### config.mk
export PLATFORM = sky130hd
export DESIGN_NAME = spi_host_tx_unpacker
export DESIGN_NICKNAME = d
export VERILOG_FILES = /design/src/rtl/spi_host_tx_unpacker.sv
export SDC_FILE = /design/constraint.sdc
export NUM_CORES = 1
export LEC_CHECK = 0
export BUFFER_PORTS_ARGS = -buffer_cell sky130_fd_sc_hd__buf_2
export CORE_ASPECT_RATIO = 0.7
export CORE_UTILIZATION = 65
export DETAILED_ROUTE_END_ITERATION = 8
export PLACE_DENSITY = 0.88
export SLEW_MARGIN = 20
export SYNTH_ARGS = -nofsm -noshare
export SYNTH_HDL_FRONTEND = slang
export SYNTH_SLANG_ARGS = --single-unit
### constraint.sdc
create_clock -name clk_i -period 15.73 [get_ports clk_i]
set_input_delay 1.573 -clock clk_i [delete_from_list [all_inputs] [get_ports clk_i]]
set_output_delay 1.573 -clock clk_i [all_outputs]
set_load 0.05 [all_outputs]
### src/rtl/spi_host_tx_unpacker.sv
// TX window word FIFO feeding the byte-serial shift engine: buffers {be, data}
// words and issues only the enabled byte lanes, one per handshake.
module spi_host_tx_unpacker #(
    parameter int Depth     = 16,
    parameter bit ByteOrder = 1'b0
) (
    input  logic                     clk_i,
    input  logic                     rst_i,
    input  logic                     clear_i,
    input  logic [31:0]              tx_data_i,
    input  logic [3:0]               tx_be_i,
    input  logic                     tx_valid_i,
    output logic                     tx_ready_o,
    output logic [7:0]               byte_o,
    output logic                     byte_valid_o,
    input  logic                     byte_ready_i,
    output logic [$clog2(Depth):0]   depth_o,
    output logic                     empty_o,
    output logic                     full_o,
    output logic                     overflow_o
);

    localparam int AW = $clog2(Depth);

    logic [35:0]   mem_q [Depth];
    logic [AW-1:0] wr_ptr_q, wr_ptr_d;
    logic [AW-1:0] rd_ptr_q, rd_ptr_d;
    logic [3:0]    cons_q, cons_d;
    logic [AW:0]   depth_q, depth_d;
    logic          overflow_q, overflow_d;

    logic [35:0]   head;
    logic [3:0]    rem;
    logic [3:0]    lane_oh;
    logic [1:0]    lane;
    logic          empty, full, hs, pop, push;

    assign head    = mem_q[rd_ptr_q];
    assign empty   = (depth_q == '0);
    assign full    = (depth_q == (AW+1)'(Depth));
    assign rem     = head[35:32] & ~cons_q;

    // Pick the next lane to issue from the lanes not yet consumed.
    always_comb begin
        lane = 2'd0;
        if (ByteOrder == 1'b0) begin
            for (int i = 3; i >= 0; i--) if (rem[i]) lane = 2'(i);
        end else begin
            for (int i = 0; i < 4; i++) if (rem[i]) lane = 2'(i);
        end
    end

    assign lane_oh = 4'b0001 << lane;
    assign hs      = !empty && byte_ready_i && !clear_i;
    assign pop     = hs && ((rem & ~lane_oh) == 4'b0000);
    assign push    = tx_valid_i && !full && !clear_i && (tx_be_i != 4'b0000);

    always_comb begin
        wr_ptr_d   = wr_ptr_q;
        rd_ptr_d   = rd_ptr_q;
        cons_d     = cons_q;
        depth_d    = depth_q;
        overflow_d = tx_valid_i && full && !clear_i && (tx_be_i != 4'b0000);
        if (clear_i) begin
            wr_ptr_d = '0;
            rd_ptr_d = '0;
            cons_d   = 4'b0000;
            depth_d  = '0;
        end else begin
            if (push) wr_ptr_d = wr_ptr_q + 1'b1;
            if (pop) begin
                rd_ptr_d = rd_ptr_q + 1'b1;
                cons_d   = 4'b0000;
            end else if (hs) begin
                cons_d = cons_q | lane_oh;
            end
            depth_d = depth_q + (AW+1)'(push) - (AW+1)'(pop);
        end
    end

    always_ff @(posedge clk_i or posedge rst_i) begin
        if (rst_i) begin
            wr_ptr_q   <= '0;
            rd_ptr_q   <= '0;
            cons_q     <= 4'b0000;
            depth_q    <= '0;
            overflow_q <= 1'b0;
        end else begin
            wr_ptr_q   <= wr_ptr_d;
            rd_ptr_q   <= rd_ptr_d;
            cons_q     <= cons_d;
            depth_q    <= depth_d;
            overflow_q <= overflow_d;
        end
    end

    // Storage needs no reset: an entry is only read once depth covers it.
    always_ff @(posedge clk_i) begin
        if (push) mem_q[wr_ptr_q] <= {tx_be_i, tx_data_i};
    end

    assign tx_ready_o   = !full;
    assign full_o       = full;
    assign empty_o      = empty;
    assign depth_o      = depth_q;
    assign overflow_o   = overflow_q;
    assign byte_valid_o = !empty;
    assign byte_o       = empty ? 8'h00 : head[{lane, 3'b000} +: 8];

endmodule

==> load_flow_metrics.sql, run 1 <==
INSERT INTO impl_metrics (metric_group, metric, value, unit) VALUES
('synthesis', 'synthDistinctLibCells', '60', ''),
('grt', 'grt.total_usage', '30.0', '%'),
('synthesis', 'yosys-top-cells-area', 'sky130_fd_sc_hd__edfxtp_1 (74%), sky130_fd_sc_hd__mux4_2 (15%), sky130_fd_sc_hd__dfrtp_1 (1.9%), sky130_fd_sc_hd__mux2i_1 (1.6%), sky130_fd_sc_hd__ha_1 (0.59%)', ''),
('worst_hold_path', 'holdCritPathClass', 'reg2reg', ''),
('synthesis', 'ys.warnings.count', '0', ''),
('synthesis', 'synth.cell_area', '23300', 'sq um'),
('final_layout', 'number_of_nets_in_the_layout', '1172', ''),
('placement', 'dp_slack', '10350', 'ps'),
('synthesis', 'synth_edf_count', '576', ''),
('sta', 'relative_slew_slack', '26.7', '%'),
('grt', 'wire_length_of_the_first_global_routing_pass', '77200', 'um'),
('sta', 'timing.final.crit_share', '39.8', '%'),
('floorplanning', 'dieHeight', '160', 'um'),
('floorplanning', 'design.core.area', '35000', 'sq um'),
('sta', 'setup_violations', '0', ''),
('drt', 'routed_wl', '53100', 'um'),
('power', 'logic_pwr_share', '19.4', '%'),
('power', 'swShare', '27.2', '%'),
('synthesis', 'synthFlopType', 'sky130_fd_sc_hd__edfxtp_1', ''),
('drt', 'drc_violations_left', '0', ''),
('drt', 'drt_pre_antenna_iters', '5', ''),
('sta', 'timing_worst_slew_pin_value', '1100', 'ps'),
('job', 'timing.max_cap.violations', '0', ''),
('power', 'clockPowerShare', '33.0', '%'),
('floorplanning', 'die-area', '36600', 'sq um'),
('placement', 'place_hpwl', '27300', 'um'),
('setup_path', 'worstRegToRegCells', '15', ''),
('setup_path', 'timing.setup.critical_path_class', 'reg2out', ''),
('setup_path', 'timing.critical_path.to_type', 'primary output', ''),
('clocking', 'post-cts-setup-buffers', '0', ''),
('synthesis', 'postSynthNetCount', '1086', ''),
('grt', 'grt_pass1_vias', '11600', ''),
('placement', 'gp_congestion', '0.849', ''),
('clocking', 'tritoncts.num_buffers', '50', ''),
('clocking', 'clk_latency', '590', 'ps'),
('sta', 'final_max_slew_viol_count', '0', ''),
('sta', 'finalWorstSetupSlack', '9470', 'ps'),
('floorplanning', 'die_x', '228', 'um'),
('setup_path', 'critPathRequiredTime', '14160', 'ps'),
('clocking', 'cts_max_level', '2', ''),
('drt', 'drt-vias-per-instance', '6.94', ''),
('final_layout', 'layout-drive-gt1-share', '30.3', '%'),
('power', 'power.ir.vdd_worst', '0.160', 'mV'),
('power', 'cell_internal_pwr', '2.77', 'mW'),
('synthesis', 'synth-seq-cells', '594', ''),
('drt', 'initialDrtViolationCount', '1539', ''),
('sta', 'fin_setup_tns', '0', 'ps'),
('grt', 'grt_max_degree', '118', ''),
('sta', 'final_critical_path_required_period', '6260', 'ps'),
('drt', 'antenna_violating_nets_post_route', '0', ''),
('synthesis', 'top_area_cell_type_share_of_the_netlist_area', '74.2', '%'),
('sta', 'hold_worst_slack', '615', 'ps'),
('synthesis', 'sequential_share_of_the_synthesized_area', '76.2', '%'),
('power', 'pwr-share-seq', '47.5', '%'),
('run_status', 'status', 'finished clean', ''),
('floorplanning', 'standard_cell_rows', '57', ''),
('synthesis', 'netlist_instances', '1033', ''),
('synthesis', 'avgSynthCellArea', '22.6', 'sq um'),
('power', 'netSwitchingPower', '1.04', 'mW'),
('final_layout', 'n_antenna_cell', '0', ''),
('final_layout', 'area_growth_syn_to_layout', '10.7', '%'),
('sta', 'grt_setup_unrepaired', 'false', ''),
('clocking', 'postCtsHoldBufs', '0', ''),
('drt', 'via_count', '11300', ''),
('synthesis', 'netlist.top_cell.by_area', 'sky130_fd_sc_hd__edfxtp_1', ''),
('grt', 'grt_overflow_total', '0', ''),
('setup_path', 'start_kind', 'register', ''),
('sta', 'timing.final.hold_violations', '0', ''),
('power', 'power_per_cell_area', '148', 'nW/um^2'),
('setup_path', 'worst-endpoint-arrival', '4680', 'ps'),
('floorplanning', 'initial_standard_cell_utilization_of_the_core', '66.5', '%');
-- per-stage QoR --
step,total power [mW],std cells,util (%),area (sq um)
floorplan,2.39,1033,-,23300
global placement,2.54,1538,69.0,24100
detailed placement,2.56,1538,69.0,24100
CTS,3.81,1624,73.6,25800
global route,3.92,1625,73.7,25800
finish,3.81,1625,73.7,25800
-- worst paths after layout --
path                                      endpoint  slack [ps]               startpoint
min in group asynchronous  rd_ptr_q[1]$_DFFE_PP0P_        1130                    rst_i
max in group asynchronous  rd_ptr_q[0]$_DFFE_PP0P_       14010                    rst_i
min                        wr_ptr_q[0]$_DFFE_PP0P_         620  wr_ptr_q[0]$_DFFE_PP0P_
max                                      byte_o[7]        9470  rd_ptr_q[1]$_DFFE_PP0P_
min reg2reg                wr_ptr_q[0]$_DFFE_PP0P_         620  wr_ptr_q[0]$_DFFE_PP0P_
max reg2reg                   depth_o[4]$_DFF_PP0_       10970  rd_ptr_q[1]$_DFFE_PP0P_
-- worst max-delay path, cell delays in order (launching register included) --
cell                       delay (ps)
sky130_fd_sc_hd__dfrtp_4         1080
sky130_fd_sc_hd__and2b_2          350
sky130_fd_sc_hd__a22o_1           190
sky130_fd_sc_hd__a221oi_1         430
sky130_fd_sc_hd__a22o_1           300
sky130_fd_sc_hd__or4b_1           500
sky130_fd_sc_hd__o22ai_1          190
sky130_fd_sc_hd__nor4_1           650
sky130_fd_sc_hd__buf_2            390
-- area by class of cell --
type                    instances  area, sq um  area share (%)
well taps                     472          591            2.29
multi-input cells             371         5240            20.3
clock inverters                25          267            1.03
flip-flops and latches        594        17800            68.8
clock buffers                  61         1360            5.26
inverters                      18         67.6           0.262
repair buffers                 84          518            2.01
-- routing by layer --
layer  global-route usage, %  vias to the layer above  share of wire [%]
met3                    6.66                      111                 11
met5                       0                        -              0.056
li1                        -                     4524                  -
met1                    42.7                     5892                 37
met4                    9.12                        4                2.2
met2                    47.8                      744                 49
-- registers in the layout, summed over array words and instances (netlist names) --
signal,cells
mem_q,576
overflow_o,1
depth_o,5
rd_ptr_q,4
wr_ptr_q,4
cons_q,4
-- cells in the final DEF (no fill, tap or decap), types with 9 or more instances in the layout --
cell,synthesis,final
sky130_fd_sc_hd__mux2i_1,37,37
sky130_fd_sc_hd__nand2_1,12,12
sky130_fd_sc_hd__inv_1,17,17
sky130_fd_sc_hd__mux4_2,155,155
sky130_fd_sc_hd__clkinv_1,0,9
sky130_fd_sc_hd__ha_1,11,11
sky130_fd_sc_hd__dfrtp_1,18,14
sky130_fd_sc_hd__clkinv_2,0,9
sky130_fd_sc_hd__clkbuf_16,0,53
sky130_fd_sc_hd__nor2_1,27,23
sky130_fd_sc_hd__buf_2,7,58
sky130_fd_sc_hd__buf_4,6,24
sky130_fd_sc_hd__edfxtp_1,576,576
-- synthesized netlist by cell type, types with 2 or more instances --
cell,n
sky130_fd_sc_hd__a21o_1,2
sky130_fd_sc_hd__a21oi_1,8
sky130_fd_sc_hd__a22o_1,2
sky130_fd_sc_hd__a22oi_1,8
sky130_fd_sc_hd__a311o_1,2
sky130_fd_sc_hd__a31oi_1,3
sky130_fd_sc_hd__a31oi_4,2
sky130_fd_sc_hd__and2_1,5
sky130_fd_sc_hd__and2b_2,2
sky130_fd_sc_hd__and3_1,2
sky130_fd_sc_hd__buf_1,5
sky130_fd_sc_hd__buf_2,7
sky130_fd_sc_hd__buf_4,6
sky130_fd_sc_hd__buf_6,12
sky130_fd_sc_hd__clkbuf_1,19
sky130_fd_sc_hd__dfrtp_1,18
sky130_fd_sc_hd__edfxtp_1,576
sky130_fd_sc_hd__ha_1,11
sky130_fd_sc_hd__inv_1,17
sky130_fd_sc_hd__mux2_1,2
sky130_fd_sc_hd__mux2_2,5
sky130_fd_sc_hd__mux2i_1,37
sky130_fd_sc_hd__mux4_2,155
sky130_fd_sc_hd__nand2_1,12
sky130_fd_sc_hd__nand2b_1,5
sky130_fd_sc_hd__nand3_1,6
sky130_fd_sc_hd__nand3b_1,2
sky130_fd_sc_hd__nor2_1,27
sky130_fd_sc_hd__nor2b_1,8
sky130_fd_sc_hd__nor3_1,5
sky130_fd_sc_hd__nor3b_2,2
sky130_fd_sc_hd__nor4_1,8
sky130_fd_sc_hd__o2111ai_1,2
sky130_fd_sc_hd__o211ai_2,2
sky130_fd_sc_hd__o21ai_0,4
sky130_fd_sc_hd__o21bai_1,4
sky130_fd_sc_hd__o221ai_1,6
sky130_fd_sc_hd__o22ai_1,6
sky130_fd_sc_hd__or2_2,2
sky130_fd_sc_hd__or3_1,3
sky130_fd_sc_hd__xnor2_1,2
sky130_fd_sc_hd__xor2_1,3
-- power by group through the flow --
stage	Sequential [mW]	Combinational, mW	Clock, mW
after CTS	1.81	0.731	1.27
after global routing	1.81	0.778	1.33
final	1.81	0.740	1.26
after global placement	1.84	0.702	0
after floorplan	1.83	0.561	0
after detailed placement	1.84	0.717	0
-- logic make-up after synthesis --
logic type | share of synthesized area, %
flops | 76.2
mux | 17.1
xor+xnor | 0.188
buf+inv | 1.66
compound gates | 2.00
fa+ha+maj | 0.677
simple gates | 2.20
Power figures use the tool's default switching activity.
==> run 2, diff against run 1 <==
ABC_AREA = 1   (was unset)
CORE_UTILIZATION = 56   (was 65)
PLACE_DENSITY = 0.81   (was 0.88)
clock period = 5.1 ns   (was 15.73 ns; I/O delays follow)
==> run 2 against run 1 <==
Compared with the run above: final cell count increased by 56%; synthesized cell count increased by 85%; sequential power increased to 3.1 times the previous value; critical endpoint is now byte_o[1]; highest routed layer unchanged; area after synthesis increased by 3.5%; cell area increased by 2.7%; combinational power increased to 4.3 times the previous value; first-iteration DRC count increased by 71%.
==> load_flow_metrics.sql, run 2 <==
INSERT INTO impl_metrics (metric_group, metric, value, unit) VALUES
('sta', 'timing.final.crit_share', '91.0', '%'),
('sta', 'timing.final.hold_violations', '0', ''),
('grt', 'grt_overflow_total', '0', ''),
('setup_path', 'critPathSlowestCell', 'sky130_fd_sc_hd__buf_4', ''),
('synthesis', 'top_area_cell_type_share_of_the_netlist_area', '71.7', '%'),
('final_layout', 'layout.cells.most_common', 'sky130_fd_sc_hd__edfxtp_1', ''),
('drt', 'wl_met3', '8150', 'um'),
('sta', 'max_freq', '216', 'MHz'),
('setup_path', 'start_kind', 'register', ''),
('clocking', 'cts.path.max_buffers', '3', ''),
('synthesis', 'ys.warnings.count', '0', ''),
('clocking', 'clk_latency', '600', 'ps'),
('drt', 'routed.top_layer', 'met5', ''),
('placement', 'place_hpwl', '32200', 'um'),
('drt', 'drt-vias-per-instance', '6.32', ''),
('clocking', 'post-cts-setup-buffers', '0', ''),
('setup_path', 'critPathRequiredTime', '4590', 'ps'),
('synthesis', 'avgSynthCellArea', '12.6', 'sq um'),
('setup_path', 'worst_path_buffer_plus_inverter_count', '3', ''),
('setup_path', 'cp_cell_sequence', 'clkinv_2 -> buf_4 -> o21ai_0 -> o22ai_1 -> nand2_1 -> nand3_1 -> nand2_1 -> nand2_1 -> nand4_1 -> nor2_1 -> buf_2', ''),
('power', 'power_per_cell_area', '478', 'nW/um^2'),
('synthesis', 'netlist_instances', '1911', ''),
('floorplanning', 'standard_cell_rows', '63', ''),
('floorplanning', 'io-pin-count', '59', ''),
('grt', 'grt_max_degree', '181', ''),
('run_status', 'status', 'finished clean', ''),
('clocking', 'cts_max_level', '2', ''),
('final_layout', 'largest_register_ffs', '576', ''),
('synthesis', 'synth_most_common_cell', 'sky130_fd_sc_hd__edfxtp_1', ''),
('sta', 'fin_setup_tns', '0', 'ps'),
('sta', 'relative_slew_slack', '23.5', '%'),
('synthesis', 'proportion_of_register_bits_with_asynchronous_set_or_reset_after_synthesis', '3.03', '%'),
('grt', 'initial_antenna_violation_count', '4', ''),
('drt', 'met1_routed_wirelength_after_detailed_routing', '23600', 'um'),
('drt', 'drt_pre_antenna_iters', '6', ''),
('setup_path', 'timing.setup.critical_path_class', 'reg2out', ''),
('clocking', 'tritoncts', 'built', ''),
('clocking', 'cts.clk_slew.worst_paths', '70', 'ps'),
('final_layout', 'fill_cells', '3043', ''),
('floorplanning', 'design.core.area', '42400', 'sq um'),
('placement', 'placement_stage_cell_area', '24800', 'sq um'),
('final_layout', 'layout_common_cells', 'sky130_fd_sc_hd__edfxtp_1 (576), sky130_fd_sc_hd__nand2_1 (279), sky130_fd_sc_hd__nor2_1 (267)', ''),
('final_layout', 'design_area', '26500', 'sq um'),
('clocking', 'clock_sink_count', '594', ''),
('grt', 'grt_pass1_vias', '15200', ''),
('setup_path', 'timing.critical_path.to_type', 'primary output', ''),
('drt', 'initialDrtViolationCount', '2627', ''),
('floorplanning', 'die_x', '250', 'um'),
('sta', 'final_critical_path_required_period', '4640', 'ps'),
('power', 'power.ir.vdd_worst', '0.406', 'mV'),
('final_layout', 'max_flop_register', 'mem_q', ''),
('grt', 'grt.total_usage', '27.8', '%'),
('synthesis', 'synth.cell_area', '24100', 'sq um'),
('setup_path', 'setup.worst_path.start', 'rd_ptr_q[1]$_DFFE_PP0P_', ''),
('drt', 'drc_violations_left', '0', ''),
('synthesis', 'netlist.top_cell.by_area', 'sky130_fd_sc_hd__edfxtp_1', ''),
('synthesis', 'sequential_share_of_the_synthesized_area', '73.6', '%'),
('drt', 'met2WireLength', '27200', 'um'),
('placement', 'gp_congestion', '0.890', ''),
('floorplanning', 'initial_standard_cell_utilization_of_the_core', '56.9', '%'),
('floorplanning', 'dieHeight', '176', 'um'),
('synthesis', 'synth-seq-cells', '594', ''),
('clocking', 'tritoncts.num_buffers', '50', ''),
('synthesis', 'synthFlopType', 'sky130_fd_sc_hd__edfxtp_1', ''),
('setup_path', 'worst_path_dominant_cell_family', 'buffers and inverters', ''),
('setup_path', 'path_max_fanout', '93', ''),
('drt', 'via_count', '16000', ''),
('setup_path', 'worst-endpoint-arrival', '4130', 'ps'),
('sta', 'hold_worst_slack', '37.2', 'ps'),
('final_layout', 'number_of_nets_in_the_layout', '1987', ''),
('drt', 'antenna_violating_nets_post_route', '0', ''),
('synthesis', 'postSynthNetCount', '1964', ''),
('sta', 'worst_clk_skew', '22.5', 'ps'),
('sta', 'setup_violations', '0', ''),
('sta', 'timing_worst_slew_pin_value', '1140', 'ps'),
('sta', 'final_max_slew_viol_count', '0', ''),
('power', 'static-leakage-power', '9.20', 'nW'),
('setup_path', 'critPathMostFrequentCell', 'sky130_fd_sc_hd__nand2_1', ''),
('synthesis', 'yosys-top-cells-area', 'sky130_fd_sc_hd__edfxtp_1 (72%), sky130_fd_sc_hd__o21ai_0 (4.6%), sky130_fd_sc_hd__nor2_1 (4.4%), sky130_fd_sc_hd__nand2_1 (4.3%), sky130_fd_sc_hd__nand3_1 (2.4%)', ''),
('synthesis', 'post_synth_most_frequent_cells', 'sky130_fd_sc_hd__edfxtp_1 (576), sky130_fd_sc_hd__nor2_1 (283), sky130_fd_sc_hd__nand2_1 (279), sky130_fd_sc_hd__o21ai_0 (224), sky130_fd_sc_hd__nand3_1 (114)', ''),
('worst_hold_path', 'holdCritPathClass', 'in2async', ''),
('clocking', 'cts.repair.resized', '0', ''),
('setup_path', 'biggest_cell_delay_along_the_critical_path', '860', 'ps'),
('job', 'timing.max_cap.violations', '0', ''),
('grt', 'wire_length_of_the_first_global_routing_pass', '91300', 'um'),
('final_layout', 'area_growth_syn_to_layout', '9.85', '%'),
('synthesis', 'synth_edf_count', '576', ''),
('placement', 'portBuffers', '58', ''),
('drt', 'avgRoutedWirePerCell', '24.1', 'um'),
('floorplanning', 'die-area', '43900', 'sq um'),
('sta', 'grt_setup_unrepaired', 'false', ''),
('clocking', 'clk_root_buffer_cell', 'sky130_fd_sc_hd__clkbuf_16', ''),
('synthesis', 'synthDistinctLibCells', '41', ''),
('final_layout', 'layout-drive-gt1-share', '10.7', '%'),
('drt', 'routed_wl', '61100', 'um'),
('setup_path', 'rr_startpoint', 'rd_ptr_q[0]$_DFFE_PP0P_', ''),
('clocking', 'postCtsHoldBufs', '0', '');
[run 2: final timing paths]
| kind | endpoint | slack, ps | cells after the start |
|---|---|---|---|
| min in group clk_i | overflow_o$_DFF_PP0_ | 170 | 3 |
| setup reg to reg | depth_o[4]$_DFF_PP0_ | 1190 | 23 |
| max in group asynchronous | rd_ptr_q[1]$_DFFE_PP0P_ | 4510 | 2 |
| setup / recovery | byte_o[1] | 460 | 11 |
| hold reg to reg | cons_q[0]$_DFFE_PP0P_ | 490 | 2 |
| hold / removal | wr_ptr_q[2]$_DFFE_PP0P_ | 40 | 2 |
[run 2: where the power goes]
part	internal (mW)	switching, mW	leakage (nW)
logic	0.807	2.38	2.97
clock network	2.16	1.74	0.811
registers	5.46	0.100	5.42
[run 2: kinds of logic after synthesis]
family / after synthesis / synth area share [%]
adder cells (fa/ha/maj): 12 / 0.654
XOR/XNOR: 4 / 0.145
AND/OR/NAND/NOR: 713 / 12.2
flip-flops: 594 / 73.6
buffers and inverters: 186 / 3.82
AO/OA/AOI/OAI: 402 / 9.60
[run 2: cell type report]
type	instances	area [sq um]	area share [%]
Inverter	67	258	0.973
Timing Repair Buffer	90	556	2.10
Sequential cell	594	17800	67.0
Clock inverter	32	322	1.21
Multi-Input combinational cell	1131	5570	21.0
Clock buffer	62	1330	5.01
Tap cell	552	691	2.61
Antenna cell	5	12.5	0.0472
[run 2: worst reg2reg max path, stage by stage, from the launching register on]
cell and delay (ps):
sky130_fd_sc_hd__dfrtp_4 710, sky130_fd_sc_hd__inv_6 460, sky130_fd_sc_hd__nand2_1 130, sky130_fd_sc_hd__nand2_1 100, sky130_fd_sc_hd__nand2_1 90, sky130_fd_sc_hd__nand3_1 100, sky130_fd_sc_hd__nand3_1 100, sky130_fd_sc_hd__nand2_2 150
sky130_fd_sc_hd__nand2_4 70, sky130_fd_sc_hd__nand2_4 90, sky130_fd_sc_hd__nand2_1 70, sky130_fd_sc_hd__nand3_2 110, sky130_fd_sc_hd__inv_2 80, sky130_fd_sc_hd__ha_1 280, sky130_fd_sc_hd__inv_1 40, sky130_fd_sc_hd__ha_1 210
sky130_fd_sc_hd__fa_1 410, sky130_fd_sc_hd__nand2_1 80, sky130_fd_sc_hd__inv_1 50, sky130_fd_sc_hd__nor2_1 80, sky130_fd_sc_hd__nor2_1 40, sky130_fd_sc_hd__nor2_1 120, sky130_fd_sc_hd__xor2_1 190, sky130_fd_sc_hd__nor2_1 60
[run 2: metrics by stage]
step | utilization, % | std cells | worst slack [ps] | power [mW]
6_report | 62.5 | 2533 | 460 | 12.7
5_1_grt | 62.5 | 2528 | 341 | 13.1
4_1_cts | 62.5 | 2528 | 584 | 12.6
3_5_place_dp | 58.6 | 2434 | 1230 | 8.76
3_3_place_gp | 58.6 | 2434 | 1320 | 8.65
2_1_floorplan | - | 1911 | 1110 | 8.02
[run 2: per-layer routing]
layer | track usage, % | vias up
met5 | 0 | -
met4 | 10.1 | 2
met3 | 7.41 | 156
met2 | 41.6 | 1130
met1 | 39.7 | 7748
li1 | - | 6969
